## src/rtl/deser_pkg.sv

```systemverilog
// Shared types and constants for the serial-to-parallel byte front end.
// The bit-insertion helper keeps both shift directions in one place.
package deser_pkg;

  localparam int BYTE_W = 8;
  localparam int CNT_W  = 3;

  localparam logic [CNT_W-1:0] CNT_LAST = CNT_W'(BYTE_W - 1);

  typedef enum logic {
    ST_IDLE  = 1'b0,
    ST_SHIFT = 1'b1
  } state_e;

  // MSB-first pushes new bits in at [0] so the first bit ends at [7];
  // LSB-first pushes them in at [7] so the first bit ends at [0].
  function automatic logic [BYTE_W-1:0] shift_in(
    input logic [BYTE_W-1:0] cur,
    input logic              bit_in,
    input logic              msb_first
  );
    if (msb_first) begin
      return {cur[BYTE_W-2:0], bit_in};
    end
    return {bit_in, cur[BYTE_W-1:1]};
  endfunction

endpackage : deser_pkg

```

## src/rtl/deser_bit_cnt.sv

```systemverilog
// Bit position counter for one serial frame: clear, count enable and a
// terminal-count flag that marks the last bit of the byte.
module deser_bit_cnt
  import deser_pkg::*;
(
  input  logic             clk,
  input  logic             areset_n,
  input  logic             clr_i,
  input  logic             en_i,
  output logic [CNT_W-1:0] cnt_o,
  output logic             tc_o
);

  logic [CNT_W-1:0] cnt_q;
  logic [CNT_W-1:0] cnt_d;

  // Clear and enable together load 1: the bit taken with a frame start is bit 0.
  always_comb begin
    cnt_d = clr_i ? '0 : cnt_q;
    if (en_i) begin
      cnt_d = cnt_d + {{(CNT_W-1){1'b0}}, 1'b1};
    end
  end

  always_ff @(posedge clk or negedge areset_n) begin
    if (!areset_n) begin
      cnt_q <= '0;
    end else begin
      cnt_q <= cnt_d;
    end
  end

  assign cnt_o = cnt_q;
  assign tc_o  = (cnt_q == CNT_LAST);

endmodule : deser_bit_cnt

```

## src/rtl/byte_deserializer.sv

```systemverilog
// Collects a framed serial bit stream into a byte and offers it downstream
// over valid/ready; bytes completed while the output is still held are flagged.
module byte_deserializer
  import deser_pkg::*;
#(
  parameter bit MSB_FIRST = 1'b1
)(
  input  logic              clk,
  input  logic              areset_n,
  input  logic              start,
  input  logic              sin,
  input  logic              sin_valid,
  input  logic              out_ready,
  input  logic              clr_ovr,
  output logic [BYTE_W-1:0] byte_out,
  output logic              byte_valid,
  output logic              busy,
  output logic              overrun
);

  // Handshake: byte_out/byte_valid form a valid/ready pair. A transfer happens
  // on any edge with byte_valid=1 and out_ready=1; while byte_valid=1 and
  // out_ready=0 the byte is held unchanged, and valid is never withdrawn
  // until it has been transferred.

  state_e            state_q, state_d;
  logic [CNT_W-1:0]  cnt;
  logic              cnt_tc;
  logic              cnt_clr;
  logic              cnt_en;

  logic [BYTE_W-1:0] shreg_q, shreg_d;
  logic [BYTE_W-1:0] byte_q, byte_d;
  logic              valid_q, valid_d;
  logic              ovr_q, ovr_d;

  logic              in_shift;
  logic              take_bit;
  logic              complete;
  logic              restart;
  logic [BYTE_W-1:0] shifted;
  logic              xfer;
  logic              load;
  logic              drop;

  assign in_shift = (state_q == ST_SHIFT);
  assign take_bit = sin_valid & (in_shift | start);
  // Completion outranks restart: a start on the 8th bit finishes the byte.
  assign complete = in_shift & sin_valid & cnt_tc;
  assign restart  = start & ~complete;
  assign shifted  = shift_in(restart ? '0 : shreg_q, sin, MSB_FIRST);

  assign cnt_clr  = start | complete;
  assign cnt_en   = take_bit & ~complete;

  deser_bit_cnt u_bit_cnt (
    .clk      (clk),
    .areset_n (areset_n),
    .clr_i    (cnt_clr),
    .en_i     (cnt_en),
    .cnt_o    (cnt),
    .tc_o     (cnt_tc)
  );

  always_ff @(posedge clk or negedge areset_n) begin
    if (!areset_n) begin
      state_q <= ST_IDLE;
    end else begin
      state_q <= state_d;
    end
  end

  always_comb begin
    state_d = state_q;
    unique case (state_q)
      ST_IDLE: begin
        if (start) begin
          state_d = ST_SHIFT;
        end
      end
      ST_SHIFT: begin
        if (start) begin
          state_d = ST_SHIFT;
        end else if (complete) begin
          state_d = ST_IDLE;
        end
      end
      default: state_d = ST_IDLE;
    endcase
  end

  always_comb begin
    xfer = valid_q & out_ready;
    load = complete & (~valid_q | out_ready);
    drop = complete & ~load;

    shreg_d = shreg_q;
    if (complete) begin
      shreg_d = '0;
    end else if (take_bit) begin
      shreg_d = shifted;
    end else if (start) begin
      shreg_d = '0;
    end

    byte_d  = byte_q;
    valid_d = valid_q;
    if (load) begin
      byte_d  = shifted;
      valid_d = 1'b1;
    end else if (xfer) begin
      valid_d = 1'b0;
    end

    // A new drop wins over a clear on the same edge.
    ovr_d = drop | (ovr_q & ~clr_ovr);
  end

  always_ff @(posedge clk or negedge areset_n) begin
    if (!areset_n) begin
      shreg_q <= '0;
      byte_q  <= '0;
      valid_q <= 1'b0;
      ovr_q   <= 1'b0;
    end else begin
      shreg_q <= shreg_d;
      byte_q  <= byte_d;
      valid_q <= valid_d;
      ovr_q   <= ovr_d;
    end
  end

  assign byte_out   = byte_q;
  assign byte_valid = valid_q;
  assign busy       = in_shift;
  assign overrun    = ovr_q;

endmodule : byte_deserializer

```

## config.mk

```make
export PLATFORM = sky130hd
export DESIGN_NAME = byte_deserializer
export DESIGN_NICKNAME = d
export VERILOG_FILES = /design/src/rtl/deser_pkg.sv /design/src/rtl/deser_bit_cnt.sv /design/src/rtl/byte_deserializer.sv
export SDC_FILE = /design/constraint.sdc
export NUM_CORES = 1
export LEC_CHECK = 0
export ABC_AREA = 1
export CAP_MARGIN = 20
export CORE_MARGIN = 2
export CORE_UTILIZATION = 24
export DETAILED_ROUTE_END_ITERATION = 8
export PLACE_DENSITY = 0.4
export SYNTH_ARGS = -nofsm -noshare
export SYNTH_HDL_FRONTEND = slang
export SYNTH_SLANG_ARGS = --single-unit
```

## constraint.sdc

```tcl
create_clock -name clk -period 1.55 [get_ports clk]
set_input_delay 0.465 -clock clk [delete_from_list [all_inputs] [get_ports clk]]
set_output_delay 0.465 -clock clk [all_outputs]
set_load 0.01 [all_outputs]
```

==> flow_summary_export.csv, run 1 <==
group,metric,value,unit
detailed_routing,final_antenna_net_count,0,
timing,worst_slew_pin_slew,0.3008,ns
cells_and_area,stdcell_count,169,
die,die_height,65.23,µm
cells_and_area,syn2layout_area_growth,37.97,%
cells_and_area,multi_input_area,306.5,µm²
flow_run,cap_viol_max_count,0,
power,p_seq_share,54.3,%
critical_path,path_max_fanout,3,
min_path,worstHoldPathType,"register to register",
clock_network,cts_root_buffer,"clkbuf_8",
detailed_routing,viasPerCell,3.982,
cells_and_area,num_antenna_cells,0,
clock_network,cts_made_buffers,3,
clock_network,post_cts.repair.setup_buffers,0,
placement,dp_hpwl,1293,µm
placement,dp_slack,-0.3311,ns
critical_path,max_stage_delay,0.48,ns
clock_network,htree_levels,1,
power,pwr_density_cell,879.2,mW/mm²
synthesis,yosysSeqAreaShare,58.41,%
die,dieWidth,65.23,µm
detailed_routing,wl_per_cell,10.49,µm
global_routing,grt_pass1_wl,3001,µm
detailed_routing,drt_iter0_drc,24,
cells_and_area,drive_gt1_share,24.79,%
timing,rsz0062_at_grt,"no",
die,dieArea,0.004254,mm²
global_routing,antenna_found_initial,0,
critical_path,end_kind,"register",
detailed_routing,drc_errors,0,
timing,hold_viol,0,
die,ios,18,
clock_network,clockBufferDepth,2,
synthesis,netlist_area,899.6,µm²
placement,gp_congestion,0.6477,
critical_path,required,1.70,ns
min_path,holdCritStartpoint,"byte_out[0]",
global_routing,grt_pass1_vias,645,
synthesis,synth_area_leaders,"dfrtp_1 58%, nand2_1 7.9%, inv_1 5.8%",
clock_network,clkLatencyLatePin,0.26,ns
placement,dp.cells,165,
detailed_routing,vias,673,
die,core_area,0.003633,mm²
timing,fin_crit_sh,91.84,%
power,leakage,0.6446,nW
global_routing,overflow,0,
power,power_frac_comb,12.4,%
timing,skew,0.003185,ns
critical_path,start_kind,"input pin",
global_routing,grt_max_degree,22,
synthesis,syn_inst,92,
critical_path,critical_path_class,"input pin to register",
power,switching_share,24.86,%
cells_and_area,final_util,34.16,%
synthesis,synth_top_cell_by_area,"dfrtp_1",
placement,port_buffers,17,
power,clkPwrFrac,33.3,%
synthesis,netlist.area_leader.share,58.41,%
critical_path,crit_chain,"clkdlybuf4s50_1 -> inv_1 -> nand3_2 -> inv_1 -> ha_1 -> nand3_1 -> o21ai_0",
cells_and_area,nFillCells,398,
power,max-vdd-ir-drop,0.0004155,V
critical_path,crit_arrival,1.57,ns
clock_network,cts_tree,"done",
detailed_routing,routed_wl,1772,µm
synthesis,syn_area_per_cell,9.778,µm²
power,power_switching,0.2713,mW
timing,worst_slack,0.1265,ns
timing,max_freq,0.7025,GHz
synthesis,synth_nets,100,
critical_path,worstReg2RegStart,"u_bit_cnt.cnt_o[1]",
status,status,"finished, final reports clean",
timing,period_minus_slack,1.423,ns
global_routing,gr-usage-all-layers,9.633,%
timing,finalSetupViolCount,0,
timing,drv_slew,0,
cells_and_area,register_area,525.5,µm²
placement,place_area,0.001195,mm²
detailed_routing,first_pass_iters,4,
synthesis,yosys_warnings,0,
cells_and_area,fin_area,0.001241,mm²
die,num_rows,22,
timing,slew_headroom,79.92,%
critical_path,crit_path_start,"start",
clock_network,clkTransAtPathRegs,0.08,ns
cells_and_area,fin_nets,130,
die,start_util,24.76,%
power,intPower,0.8200,mW
timing,whs,0.4757,ns
clock_network,clock-sinks,21,
synthesis,ys_seq_elements,21,
synthesis,post_synth_num_cell_types,15,
critical_path,slowest_stage,"clkdlybuf4s50_1",
critical_path,path_common_cell,"inv_1",
power,finalPower,1.091,mW
timing,final.setup.tns,0,ns
power groups by stage:
stage	logic [mW]	registers (mW)	clock network, mW
after detailed placement	0.145	0.601	0
after CTS	0.139	0.592	0.383
after global placement	0.144	0.601	0
final	0.136	0.592	0.363
after floorplan	0.0613	0.605	0
after global routing	0.154	0.596	0.406
worst max-delay path: cells and delay by family:
kind | cells | cell delay (ns)
fa+ha+maj | 1 | 0.27
simple gates | 2 | 0.16
compound gates | 1 | 0.07
buf+inv | 3 | 0.60
flip-flops by register name (all words and copies together) (netlist names):
name	flops
overrun	1
shreg_q	7
busy	1
byte_valid	1
u_bit_cnt.cnt_o	3
byte_out	8
cells by family after synthesis:
group	synth area share, %
AOI/OAI and AO/OA	11.68
DFF	58.41
and+or+nand+nor	18.36
adders and majority gates	1.391
buffers and inverters	9.180
xor gates and xnor gates	0.9738
cell usage after synthesis:
master / n
dfrtp_1: 21
nand2_1: 19
inv_1: 14
nand3_1: 8
o21ai_2: 6
o22ai_1: 6
nand2_2: 4
nor2_1: 3
o21ai_0: 3
buf_6: 2
inv_2: 2
ha_1: 1
nor2_2: 1
nor2_4: 1
xor2_1: 1
final cells by class:
cell class / count / share of cell area [%]
timing repair buffer: 27 / 19.56
tap: 48 / 4.839
clock buffer: 3 / 3.327
inverter: 16 / 4.839
multi-input combinational: 53 / 24.70
sequential: 21 / 42.34
clock inverter: 1 / 0.4032
timing repair:
action | 4_1_cts | 5_1_grt
hold buffers | 0 | 0
endpoints found under the setup margin | 13 | 0
gates resized for setup | 15 | 0
routing by layer:
metal	GRT usage, %	wire length, µm
met5	0	0
met4	4.688	38
met3	3.938	97
met2	15.43	816
met1	11.11	819
cell usage in the layout, fill, tap and decap left out:
cell type,netlist,routed
buf_12,0,1
clkinv_2,0,1
clkdlybuf4s50_1,0,5
ha_1,1,1
nor2_2,1,1
buf_4,0,9
dfrtp_1,21,21
nor2_1,3,3
nand2_1,19,19
dlygate4sd2_1,0,12
xor2_1,1,1
inv_1,14,14
nand3_2,0,2
o21ai_2,6,6
inv_2,2,2
nand2_4,0,1
o21ai_0,3,3
nor2_4,1,1
o22ai_1,6,6
nand2_2,4,3
nand3_1,8,6
clkbuf_8,0,3
path summary, 6_finish.rpt:
| kind | slack (ns) | endpoint | cells after the start |
|---|---|---|---|
| setup / recovery | 0.13 | u_bit_cnt.cnt_o[1] | 7 |
| hold / removal | 0.48 | byte_out[0] | 2 |
| setup reg to reg | 0.25 | u_bit_cnt.cnt_o[1] | 8 |
| hold reg to reg | 0.48 | byte_out[0] | 2 |
| max in group asynchronous | 0.79 | shreg_q[0] | 2 |
| min in group asynchronous | 0.55 | byte_out[6] | 2 |
No activity file was read; power rests on OpenSTA's default activity.
==> run 2: changes to the inputs <==
==> constraint.sdc (replaced) <==
create_clock -name clk -period 1.55 [get_ports clk]
set_input_delay 0.2325 -clock clk [delete_from_list [all_inputs] [get_ports clk]]
set_output_delay 0.2325 -clock clk [all_outputs]
set_load 0.01 [all_outputs]
==> flow_summary_export.csv, run 2 (same netlist as run 1, synthesis figures left out) <==
group,metric,value,unit
critical_path,crit_buf_inv,1,
clock_network,clkLatencyLatePin,0.26,ns
placement,port_buffers,17,
cells_and_area,num_antenna_cells,0,
detailed_routing,routed_wl,1721,µm
critical_path,start_kind,"register",
clock_network,hold_buffers,0,
detailed_routing,first_pass_iters,4,
global_routing,gr-usage-all-layers,9.709,%
die,ios,18,
critical_path,crit_arrival,1.23,ns
clock_network,htree_levels,1,
detailed_routing,vias,681,
critical_path,slowest_stage,"clkdlybuf4s50_1",
die,die_height,65.23,µm
clock_network,cts_root_buffer,"clkbuf_8",
clock_network,cts_made_buffers,3,
critical_path,max_stage_delay,0.57,ns
timing,max_freq,0.6854,GHz
clock_network,clock-sinks,21,
global_routing,grt_pass1_wl,3146,µm
timing,finalSetupViolCount,0,
placement,gp_congestion,0.7553,
cells_and_area,mostFrequentLayoutCells,"21 x dfrtp_1, 19 x nand2_1, 17 x clkdlybuf4s50_1",
critical_path,path_max_fanout,3,
critical_path,worstReg2RegStart,"busy",
clock_network,clkTransAtPathRegs,0.08,ns
global_routing,grt_max_degree,22,
clock_network,clockBufferDepth,2,
clock_network,cts_tree,"done",
clock_network,post_cts.repair.setup_buffers,0,
placement,dp_hpwl,1272,µm
power,max-vdd-ir-drop,0.0003386,V
flow_run,cap_viol_max_count,0,
die,core_area,0.003633,mm²
power,pwr_density_cell,870.7,mW/mm²
timing,whs,0.3191,ns
timing,final.setup.tns,0,ns
detailed_routing,drc_errors,0,
cells_and_area,syn2layout_area_growth,38.80,%
detailed_routing,wl_per_cell,10.12,µm
critical_path,crit_family,"buffers and inverters",
timing,drv_slew,0,
critical_path,r2r_setup_slack,0.23,ns
die,dieWidth,65.23,µm
timing,worst_slew_pin_slew,0.3093,ns
cells_and_area,drive_gt1_share,23.77,%
global_routing,overflow,0,
power,leakage,0.5902,nW
timing,worst_slack,0.09110,ns
cells_and_area,largest_reg_flops,8,
detailed_routing,final_antenna_net_count,0,
die,num_rows,22,
timing,skew,0.003726,ns
timing,hold_viol,0,
die,start_util,24.76,%
timing,period_minus_slack,1.459,ns
die,dieArea,0.004254,mm²
critical_path,critical_path_class,"register to output pin",
status,status,"finished, final reports clean",
global_routing,grt_pass1_vias,691,
cells_and_area,fin_nets,131,
detailed_routing,drt_iter0_drc,22,
critical_path,required,1.32,ns
placement,dp_slack,-0.1227,ns
critical_path,end_kind,"output pin",
timing,rsz0062_at_grt,"no",
timing,slew_headroom,79.35,%
timing,fin_crit_sh,94.12,%
critical_path,crit_path_start,"busy",
clock_network,postCtsResizedCells,0,
detailed_routing,viasPerCell,4.006,
critical_path,crit_chain,"clkdlybuf4s50_1",
min_path,worstHoldPathType,"input pin to asynchronous set/reset pin",
cells_and_area,final_common_cell,"dfrtp_1",
global_routing,antenna_found_initial,0,
[run 2: worst paths after layout]
path                                           end  depth (start not counted)
max in group asynchronous                  overrun                          2
worst min register to register         byte_out[0]                          2
worst min-delay path                    shreg_q[5]                          2
min in group clk                       byte_out[0]                          2
worst max-delay path                          busy                          1
worst max register to register  u_bit_cnt.cnt_o[1]                          8
[run 2: per-layer routing]
metal / wire (µm) / share of wire, % / global-route usage (%) / vias up
met1: 831 / 48 / 11.99 / 319
met3: 72 / 4.2 / 3.425 / 0
li1: - / - / - / 351
met5: 0 / 0 / 0 / -
met2: 818 / 48 / 16.20 / 11
met4: 0 / 0 / 2.344 / 0
[run 2: layout make-up]
type,count,area [µm²]
clock inverter,1,5.005
inverter,16,60.06
clock buffer,3,41.29
fill,387,2385
sequential,21,525.5
tap,48,60.06
multi-input combinational,53,291.5
timing repair buffer,28,265.3
[run 2: report_power, final]
| group | internal (mW) | total [mW] | switching [mW] | leakage, nW |
|---|---|---|---|---|
| clock network | 0.179 | 0.355 | 0.176 | 0.0255 |
| logic | 0.0711 | 0.142 | 0.0704 | 0.283 |
| registers | 0.577 | 0.591 | 0.0137 | 0.281 |
| total | 0.827 | 1.09 | 0.261 | 0.590 |
[run 2: stage by stage]
step	power, mW	cell area [µm²]	instances	utilization, %
after floorplan	0.6658	899.6	92	-
after global placement	0.7442	1202	166	33.09
after detailed placement	0.7466	1202	166	33.09
after CTS	1.117	1249	170	34.37
after global routing	1.156	1249	170	34.37
final	1.087	1249	170	34.37
==> run 3: changes to the inputs <==
--- a/config.mk
+++ b/config.mk
@@ -8,9 +8,10 @@
 export ABC_AREA = 1
 export CAP_MARGIN = 20
 export CORE_MARGIN = 2
-export CORE_UTILIZATION = 24
+export CORE_UTILIZATION = 35
+export CTS_CLUSTER_SIZE = 14
 export DETAILED_ROUTE_END_ITERATION = 8
-export PLACE_DENSITY = 0.4
+export PLACE_DENSITY = 0.55
 export SYNTH_ARGS = -nofsm -noshare
 export SYNTH_HDL_FRONTEND = slang
 export SYNTH_SLANG_ARGS = --single-unit
==> flow_summary_export.csv, run 3 (same netlist as run 1, synthesis figures left out) <==
group,metric,value,unit
die,num_rows,18,
global_routing,grt_pass1_vias,648,
clock_network,hold_buffers,0,
die,ios,18,
placement,place_area,0.001160,mm²
die,start_util,36.65,%
critical_path,r2r_end,"u_bit_cnt.cnt_o[1]",
cells_and_area,largest_reg_flops,8,
min_path,worstHoldPathType,"input pin to asynchronous set/reset pin",
timing,skew,0.003750,ns
placement,port_buffers,17,
cells_and_area,fin_nets,130,
critical_path,worstReg2RegStart,"u_bit_cnt.cnt_o[2]",
global_routing,gr-usage-all-layers,12.26,%
critical_path,slowest_stage,"clkdlybuf4s50_1",
cells_and_area,drive_gt1_share,23.14,%
detailed_routing,final_antenna_net_count,0,
power,switching_share,24.60,%
global_routing,overflow,0,
detailed_routing,first_pass_iters,4,
power,finalPower,0.9834,mW
clock_network,postCtsResizedCells,0,
cells_and_area,syn2layout_area_growth,31.99,%
clock_network,clockBufferDepth,2,
placement,gp_congestion,0.7263,
critical_path,end_kind,"output pin",
clock_network,clock-sinks,21,
detailed_routing,vias,676,
critical_path,crit_chain,"clkdlybuf4s50_1",
clock_network,cts_root_buffer,"clkbuf_4",
die,dieArea,0.002992,mm²
detailed_routing,viasPerCell,4.477,
timing,hold_viol,0,
status,status,"finished, final reports clean",
timing,slew_headroom,79.96,%
global_routing,grtUsageMet3,2.459,%
clock_network,cts_tree,"done",
flow_run,cap_viol_max_count,0,
die,die_height,54.70,µm
timing,worst_slew_pin_slew,0.3001,ns
critical_path,reg2regPathDepth,8,
timing,drv_slew,0,
critical_path,required,1.32,ns
power,max-vdd-ir-drop,0.0004165,V
critical_path,r2r_setup_slack,0.27,ns
clock_network,post_cts.repair.setup_buffers,0,
cells_and_area,mostFrequentLayoutCells,"21 x dfrtp_1, 19 x nand2_1, 17 x clkdlybuf4s50_1",
critical_path,crit_family,"buffers and inverters",
critical_path,crit_buf_inv,1,
power,leakage,0.5713,nW
cells_and_area,num_antenna_cells,0,
timing,period_minus_slack,1.468,ns
cells_and_area,fin_area,0.001187,mm²
power,pwr_density_cell,828.2,mW/mm²
critical_path,crit_arrival,1.24,ns
cells_and_area,final_common_cell,"dfrtp_1",
detailed_routing,drc_errors,0,
clock_network,clkLatencyLatePin,0.30,ns
timing,rsz0062_at_grt,"no",
global_routing,met2_usage,21.43,%
timing,whs,0.2583,ns
power,power_switching,0.2419,mW
clock_network,clkTransAtPathRegs,0.12,ns
global_routing,antenna_found_initial,0,
power,power_frac_comb,14.0,%
global_routing,grt_use_met1,13.97,%
clock_network,htree_levels,1,
clock_network,cts_made_buffers,3,
detailed_routing,routed_wl,1503,µm
timing,final.setup.tns,0,ns
critical_path,path_max_fanout,3,
placement,dp_hpwl,1133,µm
power,clkPwrFrac,26.1,%
global_routing,grt.busiest_layer,"met2",
timing,finalSetupViolCount,0,
critical_path,critical_path_class,"register to output pin",
critical_path,start_kind,"register",
global_routing,grt_pass1_wl,2594,µm
timing,fin_crit_sh,94.71,%
detailed_routing,drt_iter0_drc,11,
global_routing,grt_max_degree,22,
critical_path,max_stage_delay,0.55,ns
timing,max_freq,0.6812,GHz
detailed_routing,wl_per_cell,9.954,µm
power,intPower,0.7415,mW
power,p_seq_share,59.9,%
die,dieWidth,54.70,µm
die,core_area,0.002455,mm²
run 3: cell types whose count changed in the layout (fill, tap and decap cells not counted), sizes merged:
cell  before  now
buf       11   10
run 3: worst max path at each step:
stage / start / endpoint / slack (ns) / depth (start not counted)
2_1_floorplan: busy / u_bit_cnt.cnt_o[1] / 0.14 / 9
3_3_place_gp: sin_valid / u_bit_cnt.cnt_o[1] / -0.05 / 9
3_5_place_dp: sin_valid / u_bit_cnt.cnt_o[1] / -0.08 / 9
4_1_cts: busy / busy / 0.06 / 1
5_1_grt: busy / busy / 0.03 / 1
6_report: busy / busy / 0.08 / 1
run 3: worst register-to-register path, stage by stage (launching register included):
cell,delay [ns]
dfrtp_1,0.37
inv_1,0.05
nor2_2,0.11
nand2_2,0.09
nand3_1,0.09
inv_1,0.05
ha_1,0.28
nand3_1,0.07
o21ai_0,0.07
run 3: layout make-up:
class	count	area, µm²
flip-flops and latches	21	525.5
fillers	266	1267
clock buffers	3	22.52
clock inverters	1	5.005
multi-input cells	53	291.5
inverters	16	60.06
well taps	30	37.54
repair buffers	27	245.2
run 3: routing by layer:
| layer | routed length (µm) | share of wire [%] |
|---|---|---|
| met5 | 0 | 0 |
| met4 | 17 | 1.1 |
| met3 | 64 | 4.3 |
| met2 | 718 | 48 |
| met1 | 703 | 47 |
run 3: metrics by stage:
step	util, %	std cells	setup slack, ns
2_1_floorplan	-	92	0.1420
3_3_place_gp	47.25	147	-0.05084
3_5_place_dp	47.25	147	-0.07941
4_1_cts	48.37	151	0.06171
5_1_grt	48.37	151	0.02722
6_report	48.37	151	0.08192
run 3: power by group through the flow:
stage          registers, mW  logic (mW)  clock network, mW
2_1_floorplan          0.605      0.0613                  0
3_3_place_gp           0.600       0.139                  0
3_5_place_dp           0.600       0.140                  0
4_1_cts                0.589       0.141              0.271
5_1_grt                0.594       0.156              0.296
6_report               0.589       0.137              0.257
